File: src/rtl/mem_port_arbiter.sv
`default_nettype none
// ============================================================================
// Module   : mem_port_arbiter
// Purpose  : Shares one line-wide memory port between the I-cache miss path
//            and the D-cache miss/write-back path, with alternating tie priority.
// Revision : 1.0 - initial release
// ============================================================================
module mem_port_arbiter #(
  parameter int WORD_SIZE = 16,
  parameter int LINE_SIZE = 64,
  parameter int LATENCY   = 4
) (
  input  logic                 Clk,
  input  logic                 Reset_N,
  input  logic                 i_req,
  input  logic [WORD_SIZE-1:0] i_addr,
  output logic                 i_ready,
  output logic [LINE_SIZE-1:0] i_rdata,
  input  logic                 d_req_read,
  input  logic                 d_req_write,
  input  logic [WORD_SIZE-1:0] d_addr,
  input  logic [LINE_SIZE-1:0] d_wdata,
  output logic                 d_ready,
  output logic [LINE_SIZE-1:0] d_rdata,
  output logic                 m_readM,
  output logic                 m_writeM,
  output logic [WORD_SIZE-1:0] m_address,
  output logic [LINE_SIZE-1:0] m_wdata,
  input  logic [LINE_SIZE-1:0] m_rdata,
  output logic                 busy
);

  typedef enum logic [1:0] {
    ST_IDLE   = 2'd0,
    ST_ACCESS = 2'd1,
    ST_RESP   = 2'd2
  } state_t;

  localparam logic [3:0] c_last_cnt = 4'(LATENCY - 1);

  state_t                r_state;
  state_t                w_state_next;
  logic [3:0]            r_cnt;
  logic                  r_owner_d;       // 1: D side owns the port
  logic                  r_op_write;
  logic                  r_last_grant_d;  // 1: D was granted last
  logic [WORD_SIZE-1:0]  r_addr;
  logic [LINE_SIZE-1:0]  r_wdata;
  logic [LINE_SIZE-1:0]  r_i_rdata;
  logic [LINE_SIZE-1:0]  r_d_rdata;

  logic                  w_d_pend;
  logic                  w_any_req;
  logic                  w_grant_d;

  assign w_d_pend  = d_req_read | d_req_write;
  assign w_any_req = i_req | w_d_pend;
  // On a tie the side that was not granted last wins.
  assign w_grant_d = w_d_pend & (~i_req | ~r_last_grant_d);

  always_ff @(posedge Clk or negedge Reset_N) begin
    if (!Reset_N) begin
      r_state <= ST_IDLE;
    end else begin
      r_state <= w_state_next;
    end
  end

  always_comb begin
    w_state_next = r_state;
    case (r_state)
      ST_IDLE:   if (w_any_req) w_state_next = ST_ACCESS;
      ST_ACCESS: if (r_cnt == c_last_cnt) w_state_next = ST_RESP;
      ST_RESP:   w_state_next = ST_IDLE;
      default:   w_state_next = ST_IDLE;
    endcase
  end

  always_ff @(posedge Clk or negedge Reset_N) begin
    if (!Reset_N) begin
      r_cnt          <= 4'd0;
      r_owner_d      <= 1'b0;
      r_op_write     <= 1'b0;
      r_last_grant_d <= 1'b0;
      r_addr         <= '0;
      r_wdata        <= '0;
      r_i_rdata      <= '0;
      r_d_rdata      <= '0;
    end else begin
      case (r_state)
        ST_IDLE: begin
          if (w_any_req) begin
            r_owner_d      <= w_grant_d;
            r_last_grant_d <= w_grant_d;
            r_cnt          <= 4'd0;
            r_addr         <= w_grant_d ? d_addr : i_addr;
            // Write wins when both D strobes are raised together.
            r_op_write     <= w_grant_d & d_req_write;
            if (w_grant_d && d_req_write) begin
              r_wdata <= d_wdata;
            end
          end
        end
        ST_ACCESS: begin
          r_cnt <= r_cnt + 4'd1;
          if (r_cnt == c_last_cnt && !r_op_write) begin
            if (r_owner_d) begin
              r_d_rdata <= m_rdata;
            end else begin
              r_i_rdata <= m_rdata;
            end
          end
        end
        default: begin
        end
      endcase
    end
  end

  assign busy      = (r_state != ST_IDLE);
  assign m_readM   = (r_state == ST_ACCESS) & ~r_op_write;
  assign m_writeM  = (r_state == ST_ACCESS) &  r_op_write;
  assign m_address = r_addr;
  assign m_wdata   = r_wdata;
  assign i_ready   = (r_state == ST_RESP) & ~r_owner_d;
  assign d_ready   = (r_state == ST_RESP) &  r_owner_d;
  assign i_rdata   = r_i_rdata;
  assign d_rdata   = r_d_rdata;

endmodule
`default_nettype wire

File: config.mk
export PLATFORM = sky130hd
export DESIGN_NAME = mem_port_arbiter
export DESIGN_NICKNAME = d
export VERILOG_FILES = /design/src/rtl/mem_port_arbiter.sv
export SDC_FILE = /design/constraint.sdc
export NUM_CORES = 1
export LEC_CHECK = 0
export ABC_AREA = 1
export ABC_CLOCK_PERIOD_IN_PS = 1600
export BUFFER_PORTS_ARGS = -buffer_cell sky130_fd_sc_hd__buf_4
export CORE_ASPECT_RATIO = 0.75
export CORE_MARGIN = 8
export CORE_UTILIZATION = 48
export DETAILED_ROUTE_END_ITERATION = 10
export GPL_ROUTABILITY_DRIVEN = 0
export PLACE_DENSITY_LB_ADDON = 0.05
export RECOVER_POWER = 25
export SLEW_MARGIN = 20
export SYNTH_ARGS = -nofsm -noshare
export SYNTH_HDL_FRONTEND = slang
export SYNTH_SLANG_ARGS = --single-unit
File: constraint.sdc
create_clock -name Clk -period 1.6 [get_ports Clk]
set_input_delay 0.32 -clock Clk [delete_from_list [all_inputs] [get_ports Clk]]
set_output_delay 0.32 -clock Clk [all_outputs]
set_load 0.01 [all_outputs]
After elaboration in Yosys (flattened, before gate mapping)
Cells that the tools add are included.

operators by class
  add/sub/neg operators = 1
  bitwise operators = 12
  reductions and logical operators = 12
  equal/unequal tests = 5
  multiplexer cells = 6

operator list
  kind                   count
  $mux W16               1
  $reduce_and A3 Y1      3
  $pmux W4 S2            1
  $and A1 B1 Y1          6
  $reduce_and A2 Y1      3
  $add A4 B1 Y4 const B  1
  $eq A4 B2 Y1 const B   1
  $mux W2                2
  $mux W4                1
  $ne A2 B2 Y1 const B   2
  $pmux W2 S2            1
  $reduce_bool A2 Y1     2
  $not A1 Y1             3
  $or A1 B1 Y1           3
  $eq A2 B1 Y1 const B   1
  $eq A2 B2 Y1 const B   1
  $logic_and A1 B1 Y1    2
  $logic_not A2 Y1       1
  $logic_not A1 Y1       1

storage, ports and cells
  word-level logic and storage cells = 44
  input port bits = 165
  bits in registers = 216

Depth between registers and ports, before layout
Gate-level depths: netlist of run 1.

  depth in word-level cells = 5
  mapped depth = 9
  mapped depth without buffers = 6

Worst setup path before layout of run 1
No wires, ideal clock.

  path type = register -> output
  start point = register, netlist name r_last_grant_d
  end point = output i_ready
  data required time = 1280 ps
  data arrival time = 1145 ps
  slack = 135 ps
  stages on the path, launching flop included = 5
  cell sequence = dfrtp_1 buf_6 buf_2 buf_1 nor3_1

RTL lines
  item       RTL line  RTL
  to (decl)  17        output logic i_ready,

Worst setup path after layout of run 1
  start point = register r_state[0]
  end point = output i_ready

on the way
  word-level cells in the longest chain between the ends = 2

ends and longest elaborated chain
  item                    RTL line  RTL
  from (decl)             41        state_t r_state;
  from (signal assigned)  65        r_state <= w_state_next;
  $eq A2 B2 Y1            125       assign i_ready = (r_state == ST_RESP) & ~r_owner_d;
  $and A1 B1 Y1           125

Every way passes these cells.

==> metrics.md, run 1 <==
| Metric | Value |
|---|---|
| Post-synthesis register bit count | `216` |
| WP depth | `3` |
| First-pass GRT wire length | `48,600 um` |
| Worst Path Arrival | `1410 ps` |
| RR Startpoint | `r_state[0]` |
| Critical path endpoint category | `output port` |
| Num CTS Buffers | `22` |
| Average routed wire per standard cell | `19.6 um` |
| Number of I/O pins | `roughly 380` |
| RSZ-0062 raised after global routing | `true` |
| Final setup violation count | `6` |
| Clock share of power | `19.8%` |
| Die ar. | `approximately 0.024 mm^2` |
| Number of global-route vias before repair | `8,664` |
| Status | `finished, violations left` |
| Max-cap violations | `0` |
| Number of remaining DRC errors | `0` |
| Sequential share of power | `34.4%` |
| Core Region | `0.0185 mm^2` |
| Die width | `175 um` |
| Clock slew at reported path FFs | `approximately 60 ps` |
| TritonRoute pass-1 iters | `5` |
| Iteration-0 DRC count of the detailed router | `738` |
| CP startpoint | `r_state[0]` |
| Min-delay worst type | `in2reg` |
| FF-to-FF End | `i_rdata[52]` |
| Post-route ant nets | `0` |
| H-tree depth reported by CTS | `1` |
| Pwr Density | `2130 mW/mm^2` |
| Grt ovf | `0` |
| N_diodes | `0` |
| Power, Total | `28.5 mW` |
| Final Core Density | `72.3%` |
| Share of cells above drive strength 1 | `34.9%` |
| LEAKAGE | `7.13 nW` |
| DR vias/cell | `5.24` |
| Die height | `135 um` |
| Register area | `around 0.0054 mm^2` |
| Slew headroom | `a little under two fifths` |
| Tcrit/Tclk final | `108%` |
| Fin Setup TNS | `-474 ps` |
| Switch Pwr | `11.0 mW` |
| Yosys top cell area share | `59.4%` |
| Switching Share | `38.5%` |
| Internal power | `17.5 mW` |
| Netlist cell types | `25` |
| WP data required | `1280 ps` |
| Max-slew violations | `0` |
| Cell area after synthesis | `0.00909 mm^2` |
| Crit path time final | `approximately 1700 ps` |
| Flop2flop setup slack | `0 ps` |
| Nets@finish | `around 1,600` |
| Port bufs | `377` |
| Slowest cell delay on critical path | `430 ps` |
| Rows | `43` |
| Worst setup margin | `-134 ps` |
| Placed cell area | `0.0122 mm^2` |
| Post-DP HPWL | `21,900 um` |
| Fillers | `1,443` |
| Failing checks | `negative setup slack` |
| Synth top area cells | `dfrtp_1 59%, nand2_1 18%, nand3_1 4.7%` |
| Clock sinks | `between 200 and 250` |
| GRT Util Overall | `25.4%` |
| Peak Freq | `around 580 MHz` |
| Yosys warns | `0` |
| CTS max path bufs | `3` |
| Initial antenna violation count | `0` |
| Synth Instances | `1,021` |
| Max FO, Critical Path | `2` |
| Hold Violations, Final | `0` |
| Initial Util | `49.1%` |
| Worst path most repeated cell | `buf_6` |
| Worst skew pair latency | `about 500 ps` |
| CP cell instances | `buf_6, nor3_4, buf_6` |
| CTS tree | `yes` |
| Vias post-DR | `8,714` |
| Peak supply drop | `0.00125 V` |
| Hold WS | `around 22 ps` |
| Largest net degree at the start of global routing | `65` |
| Part of the Yosys area used for sequential elements | `59.4%` |
| Area Overhead vs Synth | `47.3%` |
| CTS root buffer | `clkbuf_16` |
| Crit path max-delay family | `flip-flops` |
| FF-to-FF path depth | `9` |
| CP startpoint kind | `flop` |
| Multi-input logic area | `0.00323 mm^2` |
| Post-route cell area | `0.0134 mm^2` |
| Mean Syn Cell Area | `8.91 um^2` |
| Combinational Power Share | `45.7%` |
| Buf/Inv on CP | `2` |
| Setup Skew | `9.55 ps` |
| Cell accounting for the most synthesized area | `dfrtp_1` |
| Routed wire length | `32,600 um` |
| Crit Path Class | `reg2out` |
| Crit path to | `i_ready` |
| Syn Nets | `1,187` |
| Slowest CP cell | `dfrtp_1` |
| Slew @ Worst Pin | `941 ps` |
routing by layer:
metal	up-vias	track usage (%)	wire, um
met4	0	9.02	1200
met1	4161	30.8	12900
met3	67	8.52	2930
met5	-	0	0
li1	4083	-	-
met2	403	41.9	15600
state kept, by name (all words and copies together) (netlist names):
register        count
d_rdata            64
i_rdata            64
m_wdata            64
m_address          16
r_cnt               4
r_state             2
r_last_grant_d      1
r_op_write          1
area by class of cell:
| cell class | count | area share (%) |
|---|---|---|
| well taps | 247 | 2.31 |
| repair buffers | 431 | 26.4 |
| clock buffers | 30 | 4.87 |
| inverters | 27 | 0.776 |
| multi-input cells | 703 | 24.1 |
| flip-flops and latches | 216 | 40.4 |
| clock inverters | 10 | 1.16 |
power groups by stage:
stage	Sequential [mW]	Combinational, mW	Clock, mW
2_1_floorplan	10.8	4.42	0
5_1_grt	10.1	14.2	5.96
4_1_cts	9.77	12.5	5.74
3_3_place_gp	9.74	12.0	0
3_5_place_dp	9.78	12.2	0
6_report	9.83	13.0	5.66
metrics by stage:
stage          setup slack [ps]  instances
4_1_cts                    -104       1653
2_1_floorplan               135       1021
3_3_place_gp                109       1605
5_1_grt                    -158       1664
3_5_place_dp               79.3       1605
6_report                   -134       1664
cell families after synthesis:
family | Yosys count | share of synthesized area (%)
adders and majority gates | 1 | 0.138
AOI/OAI and AO/OA | 70 | 3.85
and+or+nand+nor | 632 | 30.5
DFF | 216 | 59.4
buffers and inverters | 102 | 6.03
cells in the final DEF, fill, tap and decap left out, drive strengths merged, types with 2 or more instances in the layout:
cell / n
nand2: 448
buf: 418
dfrtp: 216
nand3: 89
o21ai: 69
nand4: 64
clkbuf: 42
inv: 27
nand3b: 16
nor2: 12
clkinv: 4
bufinv: 4
clkinvlp: 2
nor3: 2
how the worst min path moves through the flow:
stage / startpoint / end / slack [ps] / cells past startpoint
finish: m_rdata[48] / i_rdata[48] / 20 / 3
global placement: Reset_N / m_wdata[28] / 260 / 1
floorplan: Reset_N / d_rdata[0] / 20 / 0
CTS: m_rdata[48] / i_rdata[48] / 9 / 3
global route: m_rdata[13] / i_rdata[13] / 20 / 3
detailed placement: Reset_N / m_wdata[28] / 260 / 1
synth_stat cells:
| library cell | n |
|---|---|
| nand2_1 | 446 |
| nor3_1 | 2 |
| a21oi_1 | 1 |
| buf_2 | 24 |
| nor2_1 | 8 |
| nand2_2 | 1 |
| or2_2 | 1 |
| nor2_8 | 2 |
| inv_2 | 1 |
| buf_6 | 13 |
| clkbuf_1 | 18 |
| nor2_2 | 1 |
| o21ai_0 | 69 |
| inv_1 | 26 |
| nand3_1 | 86 |
| nand3_2 | 3 |
| ha_1 | 1 |
| dfrtp_1 | 216 |
| nand2_4 | 1 |
| buf_1 | 6 |
| nand4_1 | 64 |
| buf_4 | 8 |
| nand3b_1 | 16 |
| nor2_4 | 1 |
| clkbuf_2 | 6 |
what timing repair did:
action,4_1_cts,5_1_grt
gates resized for setup,13,17
pin swaps,3,3
setup buffers,7,3
gates cloned,0,8
setup endpoints to repair,5,124
hold endpoints to repair,27,0
hold buffers,1,0
worst reg2reg max path: cells and delay by family (launching register included):
| family | cells | cell delay, ps |
|---|---|---|
| AND/OR/NAND/NOR | 4 | 390 |
| flip-flops | 1 | 420 |
| buffers and inverters | 5 | 750 |
(Power assumes the default switching activity.)
==> run 2, diff against run 1 <==
--- a/config.mk
+++ b/config.mk
@@ -8,12 +8,11 @@
 export ABC_AREA = 1
 export ABC_CLOCK_PERIOD_IN_PS = 1600
 export BUFFER_PORTS_ARGS = -buffer_cell sky130_fd_sc_hd__buf_4
-export CORE_ASPECT_RATIO = 0.75
-export CORE_MARGIN = 8
-export CORE_UTILIZATION = 48
+export CORE_AREA = 2 2 145 147
 export DETAILED_ROUTE_END_ITERATION = 10
+export DIE_AREA = 0 0 147 149
 export GPL_ROUTABILITY_DRIVEN = 0
-export PLACE_DENSITY_LB_ADDON = 0.05
+export PLACE_DENSITY = 0.75
 export RECOVER_POWER = 25
 export SLEW_MARGIN = 20
 export SYNTH_ARGS = -nofsm -noshare
==> run 2 against run 1 <==
Net effect:
- setup slack improved by 79 ps
- count of clock-buffer cells in the layout grew 4
- critical endpoint unchanged
- cell count is 1.1% higher
- worst hold slack improved by 8.9 ps
- the flow still finishes with violations (negative setup slack)
- clock power shrank 14%
==> metrics.md, run 2 (synthesis results as in run 1) <==
| Metric | Value |
|---|---|
| Final Core Density | `63.2%` |
| N_diodes | `0` |
| GRT Util Overall | `25.3%` |
| Placed cell area | `0.0122 mm^2` |
| Switch Pwr | `10.3 mW` |
| Worst Path Arrival | `1340 ps` |
| Area Overhead vs Synth | `43.0%` |
| Initial Util | `44.2%` |
| DR vias/cell | `around 5.1` |
| Rows | `53` |
| Max FO, Critical Path | `5` |
| Average routed wire per standard cell | `16.9 um` |
| Slew @ Worst Pin | `761 ps` |
| Fin Setup TNS | `-170 ps` |
| Register area | `0.00541 mm^2` |
| Clock slew at reported path FFs | `60 ps` |
| WP data required | `1280 ps` |
| Worst skew pair latency | `500 ps` |
| Vias post-DR | `about 8,600` |
| Crit path max-delay family | `flip-flops` |
| Crit path time final | `1660 ps` |
| Fillers | `~1,800` |
| Post-route ant nets | `0` |
| CP cell instances | `inv_2, buf_4, nor3_4, buf_6` |
| Setup Skew | `9.70 ps` |
| Nets@finish | `1,561` |
| Post-DP HPWL | `slightly above 20,000 um` |
| Internal power | `16.4 mW` |
| Num CTS Buffers | `22` |
| Port bufs | `377` |
| Peak supply drop | `0.000982 V` |
| Tcrit/Tclk final | `103%` |
| CTS tree | `yes` |
| Sequential share of power | `37.0%` |
| Number of I/O pins | `378` |
| LEAKAGE | `roughly 7 nW` |
| Final setup violation count | `4` |
| Max-slew violations | `0` |
| Share of cells above drive strength 1 | `33.8%` |
| Die ar. | `~0.022 mm^2` |
| Hold Violations, Final | `0` |
| Met3 wire length | `2700 um` |
| Post-route cell area | `0.0130 mm^2` |
| Grt ovf | `0` |
| RSZ-0062 raised after global routing | `true` |
| Number of global-route vias before repair | `8,567` |
| Most frequent cells in the layout | `445 x nand2_1, 405 x buf_4, 214 x dfrtp_1, 85 x nand3_1, 68 x o21ai_0` |
| Slowest cell delay on critical path | `about 360 ps` |
| Met2 wire length | `14,000 um` |
| CTS max path bufs | `3` |
| Post-Route M1 WL | `10,900 um` |
| Commonest non-fill, non-tap cell in the layout | `nand2_1` |
| Top sig layer | `met4` |
| Min-delay worst type | `in2reg` |
| Status | `finished, violations left` |
| Peak Freq | `604 MHz` |
| First-pass GRT wire length | `around 45,000 um` |
| Clock share of power | `18.3%` |
| Iteration-0 DRC count of the detailed router | `388` |
| CTS root buffer | `clkbuf_16` |
| Buf/Inv on CP | `3` |
| Number of remaining DRC errors | `0` |
| Clock sinks | `approximately 220` |
| Failing checks | `negative setup slack` |
| Pwr Density | `2050 mW/mm^2` |
| Initial antenna violation count | `0` |
| CP startpoint kind | `flop` |
| Routed wire length | `approximately 28,000 um` |
| Largest net degree at the start of global routing | `66` |
| Die height | `149 um` |
| Core Region | `0.0206 mm^2` |
| Crit Path Class | `reg2out` |
| Combinational Power Share | `between 40 and 50%` |
| Critical path endpoint category | `output port` |
| Max-cap violations | `0` |
| Switching Share | `between 30% and 40%` |
| Multi-input logic area | `0.00318 mm^2` |
| TritonRoute pass-1 iters | `5` |
| Slowest CP cell | `dfrtp_1` |
| Worst setup margin | `-55.1 ps` |
| Slew headroom | `between 40 and 50%` |
| Die width | `147 um` |
| H-tree depth reported by CTS | `1` |
run 2: cell count changes in the layout (fill, tap and decap cells not counted), sizes merged:
cell	before	now
clkinv	4	2
clkbuf	42	40
clkinvlp	2	0
bufinv	4	0
run 2: worst paths after layout:
path | startpoint | end | slack, ps | cells past startpoint
max | r_state[1] | i_ready | -60 | 4
min | m_rdata[30] | i_rdata[30] | 30 | 3
max reg2reg | r_last_grant_d | d_rdata[16] | 70 | 6
min reg2reg | m_wdata[50] | m_wdata[50] | 470 | 2
max in group asynchronous | Reset_N | d_rdata[20] | 270 | 3
min in group asynchronous | Reset_N | d_rdata[62] | 470 | 2
run 2: through the flow:
step	std cells	power (mW)	worst slack [ps]	hold slack, ps
5_1_grt	1682	28.5	-120	17.3
4_1_cts	1679	26.8	-81.3	8.33
3_3_place_gp	1637	21.3	-6.41	265
6_report	1682	26.7	-55.1	30.6
2_1_floorplan	1021	15.3	135	24.4
3_5_place_dp	1637	21.7	-8.42	269
run 2: worst register-to-register path: stages, from the launching register on:
cell and delay [ps]:
dfrtp_2 470, buf_4 170, buf_4 210, nand3_2 130, buf_12 270, nand2_1 170
nand2_1 70
run 2: final cells by class:
class | instances | share of cell area, %
clock buffer | 34 | 5.13
clock inverter | 2 | 0.0770
inverter | 27 | 0.780
multi-input combinational | 703 | 24.5
sequential | 216 | 41.6
tap | 275 | 2.65
timing repair buffer | 425 | 25.3
run 2: routing by layer:
| metal | up-vias | global-route usage [%] |
|---|---|---|
| met5 | - | 0 |
| met4 | 0 | 8.22 |
| met3 | 64 | 6.64 |
| met2 | 415 | 43.1 |
| met1 | 4095 | 31.7 |
| li1 | 4066 | - |
run 2: power groups by stage:
stage | sequential (mW) | clock [mW] | combinational (mW)
finish | 9.89 | 4.88 | 11.9
global route | 10.2 | 5.22 | 13.1
CTS | 9.87 | 4.97 | 12.0
detailed placement | 9.86 | 0 | 11.8
floorplan | 10.8 | 0 | 4.42
global placement | 9.83 | 0 | 11.5
run 2: timing repair:
item,in CTS,in global routing
pin swaps,1,2
setup endpoints to repair,8,135
endpoints found under the hold margin,39,0
buffers inserted,5,3
hold buffers,1,0
gates resized for setup,9,8
